**src/rtl/reboot_request_ctrl.sv**
```systemverilog
// reboot_request_ctrl
// Guarded reboot request front end for the multiboot ICAP sequencer.
// A byte command 0x55, 0xAA, <slot> selects a bitstream slot. The slot's
// SPI flash address is latched onto o_spi_addr. After HOLDOFF cycles a
// PULSE_LEN-cycle o_reboot pulse is emitted, followed by a 4-cycle low tail.
//
// Ports:
//   i_clk        single clock, same domain as the ICAP sequencer
//   i_rst        synchronous active-high reset
//   i_cmd_valid  command byte valid
//   i_cmd_data   command byte
//   o_cmd_ready  byte can be accepted (IDLE/KEY1/KEY2)
//   o_spi_addr   registered slot flash address
//   o_reboot     registered reboot request
//   o_busy       high in HOLD, PULSE and TAIL
//   o_err        one-cycle pulse on bad key, bad slot or timeout
//
// state    | meaning
// ---------+-------------------------------------------------------
// ST_IDLE  | waiting for unlock byte 0x55
// ST_KEY1  | 0x55 seen, waiting for 0xAA (timeout running)
// ST_KEY2  | key complete, waiting for slot number (timeout running)
// ST_HOLD  | slot latched, counting hold-off before reboot
// ST_PULSE | o_reboot high for PULSE_LEN cycles
// ST_TAIL  | o_reboot low for 4 cycles so the sequencer sees the fall

module reboot_request_ctrl #(
  parameter logic [23:0] SLOT_BASE = 24'h000000,
  parameter logic [23:0] SLOT_SIZE = 24'h080000,
  parameter int unsigned NUM_SLOTS = 4,
  parameter int unsigned HOLDOFF   = 1024,
  parameter int unsigned PULSE_LEN = 8,
  parameter int unsigned TIMEOUT   = 65535
) (
  input  logic        i_clk,
  input  logic        i_rst,
  input  logic        i_cmd_valid,
  input  logic [7:0]  i_cmd_data,
  output logic        o_cmd_ready,
  output logic [23:0] o_spi_addr,
  output logic        o_reboot,
  output logic        o_busy,
  output logic        o_err
);

  localparam int unsigned MAX_A   = (HOLDOFF > PULSE_LEN) ? HOLDOFF : PULSE_LEN;
  localparam int unsigned MAX_B   = (MAX_A > TIMEOUT) ? MAX_A : TIMEOUT;
  localparam int unsigned CNT_MAX = (MAX_B > 3) ? MAX_B : 3;
  localparam int          CNT_W   = $clog2(CNT_MAX + 1);

  // One shared down-counter; each load value is "cycles remaining - 1"
  // except hold-off, which spends one extra cycle in HOLD so that the
  // reboot rises at t0 + HOLDOFF + 1 (HOLDOFF = 0 gives one HOLD cycle).
  localparam logic [CNT_W-1:0] HOLD_LD  = CNT_W'(HOLDOFF);
  localparam logic [CNT_W-1:0] PULSE_LD = CNT_W'(PULSE_LEN - 1);
  localparam logic [CNT_W-1:0] TO_LD    = CNT_W'(TIMEOUT - 1);
  localparam logic [CNT_W-1:0] TAIL_LD  = CNT_W'(3);

  typedef enum logic [2:0] {
    ST_IDLE,
    ST_KEY1,
    ST_KEY2,
    ST_HOLD,
    ST_PULSE,
    ST_TAIL
  } state_t;

  state_t           r_state;
  logic [CNT_W-1:0] r_cnt;
  logic [23:0]      r_addr;
  logic             r_reboot;
  logic             r_busy;
  logic             r_err;

  logic             w_accept;
  logic             w_slot_ok;
  logic             w_cnt_zero;
  logic [23:0]      w_slot_addr;

  assign o_cmd_ready = (r_state == ST_IDLE) || (r_state == ST_KEY1) || (r_state == ST_KEY2);
  assign w_accept    = i_cmd_valid && o_cmd_ready;
  assign w_slot_ok   = 32'(i_cmd_data) < NUM_SLOTS;
  assign w_cnt_zero  = (r_cnt == '0);
  // Product wraps modulo 2^24, matching the flash address width.
  assign w_slot_addr = SLOT_BASE + (24'(i_cmd_data) * SLOT_SIZE);

  always_ff @(posedge i_clk) begin
    if (i_rst) begin
      r_state  <= ST_IDLE;
      r_cnt    <= '0;
      r_addr   <= SLOT_BASE;
      r_reboot <= 1'b0;
      r_busy   <= 1'b0;
      r_err    <= 1'b0;
    end else begin
      r_err <= 1'b0;
      case (r_state)
        ST_IDLE: begin
          if (w_accept && (i_cmd_data == 8'h55)) begin
            r_state <= ST_KEY1;
            r_cnt   <= TO_LD;
          end
        end
        ST_KEY1: begin
          if (w_accept) begin
            if (i_cmd_data == 8'hAA) begin
              r_state <= ST_KEY2;
              r_cnt   <= TO_LD;
            end else if (i_cmd_data == 8'h55) begin
              r_cnt <= TO_LD;
            end else begin
              r_state <= ST_IDLE;
              r_err   <= 1'b1;
            end
          end else if (w_cnt_zero) begin
            r_state <= ST_IDLE;
            r_err   <= 1'b1;
          end else begin
            r_cnt <= r_cnt - 1'b1;
          end
        end
        ST_KEY2: begin
          if (w_accept) begin
            if (w_slot_ok) begin
              r_state <= ST_HOLD;
              r_addr  <= w_slot_addr;
              r_busy  <= 1'b1;
              r_cnt   <= HOLD_LD;
            end else begin
              r_state <= ST_IDLE;
              r_err   <= 1'b1;
            end
          end else if (w_cnt_zero) begin
            r_state <= ST_IDLE;
            r_err   <= 1'b1;
          end else begin
            r_cnt <= r_cnt - 1'b1;
          end
        end
        ST_HOLD: begin
          if (w_cnt_zero) begin
            r_state  <= ST_PULSE;
            r_reboot <= 1'b1;
            r_cnt    <= PULSE_LD;
          end else begin
            r_cnt <= r_cnt - 1'b1;
          end
        end
        ST_PULSE: begin
          if (w_cnt_zero) begin
            r_state  <= ST_TAIL;
            r_reboot <= 1'b0;
            r_cnt    <= TAIL_LD;
          end else begin
            r_cnt <= r_cnt - 1'b1;
          end
        end
        ST_TAIL: begin
          if (w_cnt_zero) begin
            r_state <= ST_IDLE;
            r_busy  <= 1'b0;
          end else begin
            r_cnt <= r_cnt - 1'b1;
          end
        end
        default: begin
          r_state  <= ST_IDLE;
          r_reboot <= 1'b0;
          r_busy   <= 1'b0;
        end
      endcase
    end
  end

  assign o_spi_addr = r_addr;
  assign o_reboot   = r_reboot;
  assign o_busy     = r_busy;
  assign o_err      = r_err;

endmodule

```
**config.mk**
```make
export PLATFORM = sky130hd
export DESIGN_NAME = reboot_request_ctrl
export DESIGN_NICKNAME = d
export VERILOG_FILES = /design/src/rtl/reboot_request_ctrl.sv
export SDC_FILE = /design/constraint.sdc
export NUM_CORES = 1
export LEC_CHECK = 0
export BUFFER_PORTS_ARGS = -buffer_cell sky130_fd_sc_hd__buf_2
export CAP_MARGIN = 20
export CORE_MARGIN = 10
export CORE_UTILIZATION = 60
export DETAILED_ROUTE_END_ITERATION = 8
export MAX_ROUTING_LAYER = met4
export PLACE_DENSITY = 0.95
export SLEW_MARGIN = 30
export SYNTH_ARGS = -nofsm -noshare
export SYNTH_HDL_FRONTEND = slang
export SYNTH_SLANG_ARGS = --single-unit
```
**constraint.sdc**
```tcl
create_clock -name i_clk -period 4.5 [get_ports i_clk]
set_input_delay 0.9 -clock i_clk [delete_from_list [all_inputs] [get_ports i_clk]]
set_output_delay 0.9 -clock i_clk [all_outputs]
set_load 0.01 [all_outputs]
```
==> impl_metrics.toml <==
[outcome]
status = "completed"

[grt]
first_global_vias = 1941
grt_max_degree = 24
antenna_found_initial = 0
globalRouteOverflowTotal = 0
grt_first_pass_wirelength_um = 8800
groute.usage.overall = 0.173

[setup_path]
critical_path_arrival_ps = 3000
cp-end-kind = "flip-flop"
cp.required_ps = 4740
critical_path_type = "reg2reg"
setup.worst_path.start_class = "flip-flop"
worstPathMaxFanout = 15

[routing]
highest_layer = "met4"
met3RoutedLength_um = 349
wl_per_cell_um = 16.4
drt_iter0_markers = 151
drtPass1Iterations = 4
drt_drc_violations_left = 0
detailed_route_wl_um = 5180
num_vias = 1994
final_antenna_net_count = 0
routed_via_density = 6.33
met2_length_um = 2500
m1WireLength_um = 2280

[power]
swShare = 0.500
p_int_uw = 644
p_comb_frac = 0.612
clock_network_fraction_of_total_power = 0.089
power_uw = 1290
switching_power_uw = 644
sequentialPowerShare = 0.299
power_per_cell_area_nw_per_um2 = 615
vdd_drop_max_uv = 251
total_leakage_power_uw = 0.000810

[placed_design]
detailedPlacementHpwl_um = 3860
io_buffers = 19
globalplace.congestion = 0.982
placed_cells_incl_taps = 311

[yosys]
ys_seq_elements = 27
netlist_area_um2 = 2030
ys_async_sr_fraction = 0
syn_inst = 260
synth_area_per_cell_um2 = 7.81
synth_top_flop_cell = "sky130_fd_sc_hd__dfxtp_1"
synth_seq_area_share = 0.266
synth_edf_count = 0
yosysWarningCount = 0
synth_cell_types = 56

[final_layout]
seqCellArea_um2 = 541
synthToLayoutAreaGrowth_pct = 3.08
num-nets-final = 284
multi_input_area_um2 = 1310
instances_no_fill = 315
fillCellCount = 311
fraction_of_final_layout_cells_with_drive_strength_greater_than_1 = 0.141
ant_cells = 0

[timing]
peak_freq_mhz = 362
hold-worst-slack_ps = 488
final-hold-violation-count = 0
setup_viol = 0
timing.setup.tns_ps = 0
final-max-slew-violation-count = 0
fin_worst_skew_ps = 3.10
final_period_minus_worst_setup_slack_ps = 2760
grt_setup_unrepaired = "no"
relSlewSlack = 0.538
tightest_slew_ps = 693
post-route-period-util = 0.614

[clock_tree]
cts.root.buffer_cell = "sky130_fd_sc_hd__clkbuf_4"
post_cts_repair_setup_buffers = 0
cts_num_sinks = 27
ctsLongestPathBuffers = 2
cts_inserted_buffers = 3
ctsResizeCount = 0
tritoncts = "built"
insertion_delay_ps = 340
cts-hold-fix-buffers = 0
cts_max_level = 1
clkSlewWorstSetupHoldPaths_ps = 160

[die]
dieArea_um2 = 6110
fp-row-count = 21
die-width_um = 78.2
floorplan.initialDensity = 0.613
floorplan.die.height_um = 78.2
io-pin-count = 39
core_area_um2 = 3310

[hold_path]
worstHoldPathType = "reg2reg"

[run]
maxCapViolations = 0
[placed cells by master (no fill, tap or decap), types with 3 or more instances in the layout]
cell / netlist / layout
sky130_fd_sc_hd__a211oi_1: 7 / 7
sky130_fd_sc_hd__a21oi_1: 24 / 24
sky130_fd_sc_hd__a221oi_1: 5 / 5
sky130_fd_sc_hd__a31oi_1: 4 / 4
sky130_fd_sc_hd__and3_1: 6 / 6
sky130_fd_sc_hd__buf_2: 3 / 19
sky130_fd_sc_hd__clkbuf_4: 0 / 3
sky130_fd_sc_hd__conb_1: 1 / 19
sky130_fd_sc_hd__dfxtp_1: 27 / 27
sky130_fd_sc_hd__ha_1: 3 / 3
sky130_fd_sc_hd__inv_1: 10 / 10
sky130_fd_sc_hd__mux2i_1: 4 / 4
sky130_fd_sc_hd__nand2_1: 11 / 11
sky130_fd_sc_hd__nand2b_1: 4 / 4
sky130_fd_sc_hd__nand3_1: 4 / 4
sky130_fd_sc_hd__nor2_1: 17 / 17
sky130_fd_sc_hd__nor2b_1: 4 / 4
sky130_fd_sc_hd__nor3_1: 14 / 14
sky130_fd_sc_hd__nor3b_1: 4 / 4
sky130_fd_sc_hd__nor4_1: 9 / 9
sky130_fd_sc_hd__o211ai_1: 4 / 4
sky130_fd_sc_hd__o21ai_0: 10 / 10
sky130_fd_sc_hd__o31ai_1: 7 / 7
sky130_fd_sc_hd__or3_1: 7 / 7
[registers in the layout (all words and copies together), names as in the netlist]
name and flops:
r_cnt 16, r_state 3, o_reboot 1, o_spi_addr 5, o_busy 1, o_err 1
[cell families after synthesis]
kind of cell	count (synthesis)	synth area share
adders and majority gates	3	0.0185
other	1	0.00185
xor gates and xnor gates	1	0.00431
buffers and inverters	45	0.120
AOI/OAI and AO/OA	82	0.282
and+or+nand+nor	97	0.287
muxes	4	0.0197
DFF	27	0.266
[critical path: stages (launching register included)]
cell and delay (ps):
sky130_fd_sc_hd__dfxtp_1 380, sky130_fd_sc_hd__inv_1 130, sky130_fd_sc_hd__ha_1 180, sky130_fd_sc_hd__or4b_2 620, sky130_fd_sc_hd__nor4_4 150, sky130_fd_sc_hd__buf_4 260, sky130_fd_sc_hd__inv_1 120, sky130_fd_sc_hd__ha_1 320
sky130_fd_sc_hd__o211ai_1 180, sky130_fd_sc_hd__a21oi_1 90, sky130_fd_sc_hd__a21oi_1 150, sky130_fd_sc_hd__a21oi_1 80
[stage by stage]
stage,area [um^2],util,worst slack (ps)
final,2090,0.632,1740
after global routing,2090,0.632,1550
after CTS,2090,0.632,1740
after detailed placement,2060,0.623,1510
after global placement,2060,0.623,1600
after floorplan,2100,-,1970
[power groups by stage]
stage          Clock [uW]  Combinational (uW)  Sequential (uW)
3_3_place_gp            0                 754              386
4_1_cts               115                 777              383
3_5_place_dp            0                 772              388
6_report              115                 788              385
2_1_floorplan           0                 656              352
5_1_grt               122                 882              398
[routing by layer]
metal	global-route usage	up-vias
met4	0.0609	0
met3	0.0319	5
li1	-	973
met1	0.212	935
met5	-	-
met2	0.276	81
[worst paths after layout]
path,startpoint,endpoint,slack [ps],depth (start not counted)
setup / recovery,r_cnt[0]$_SDFFE_PP0P_,r_cnt[0]$_SDFFE_PP0P_,1740,11
hold / removal,o_spi_addr[21]$_SDFFE_PP0P_,o_spi_addr[21]$_SDFFE_PP0P_,490,1
hold reg to reg,o_spi_addr[21]$_SDFFE_PP0P_,o_spi_addr[21]$_SDFFE_PP0P_,490,1
setup reg to reg,r_cnt[0]$_SDFFE_PP0P_,r_cnt[0]$_SDFFE_PP0P_,1740,11
[cells in the mapped netlist (all sizes together) (6+ instances only)]
master   n  share of area
dfxtp   27           0.27
a21oi   24          0.059
buf     22          0.078
nor2    17          0.031
nor3    14          0.035
clkbuf  12          0.022
nor4    12          0.051
nand2   11          0.020
o21ai   11          0.027
inv     10          0.018
o31ai    8          0.036
or3      8          0.027
a211oi   7          0.026
and3     6          0.018
[layout make-up]
type / instances / share of cell area
multi-input combinational: 206 / 0.628
sequential: 27 / 0.258
timing repair buffer: 21 / 0.0526
tap: 46 / 0.0275
inverter: 11 / 0.0197
clock buffer: 3 / 0.0108
clock inverter: 1 / 0.00359
Power figures use the tool's default switching activity.
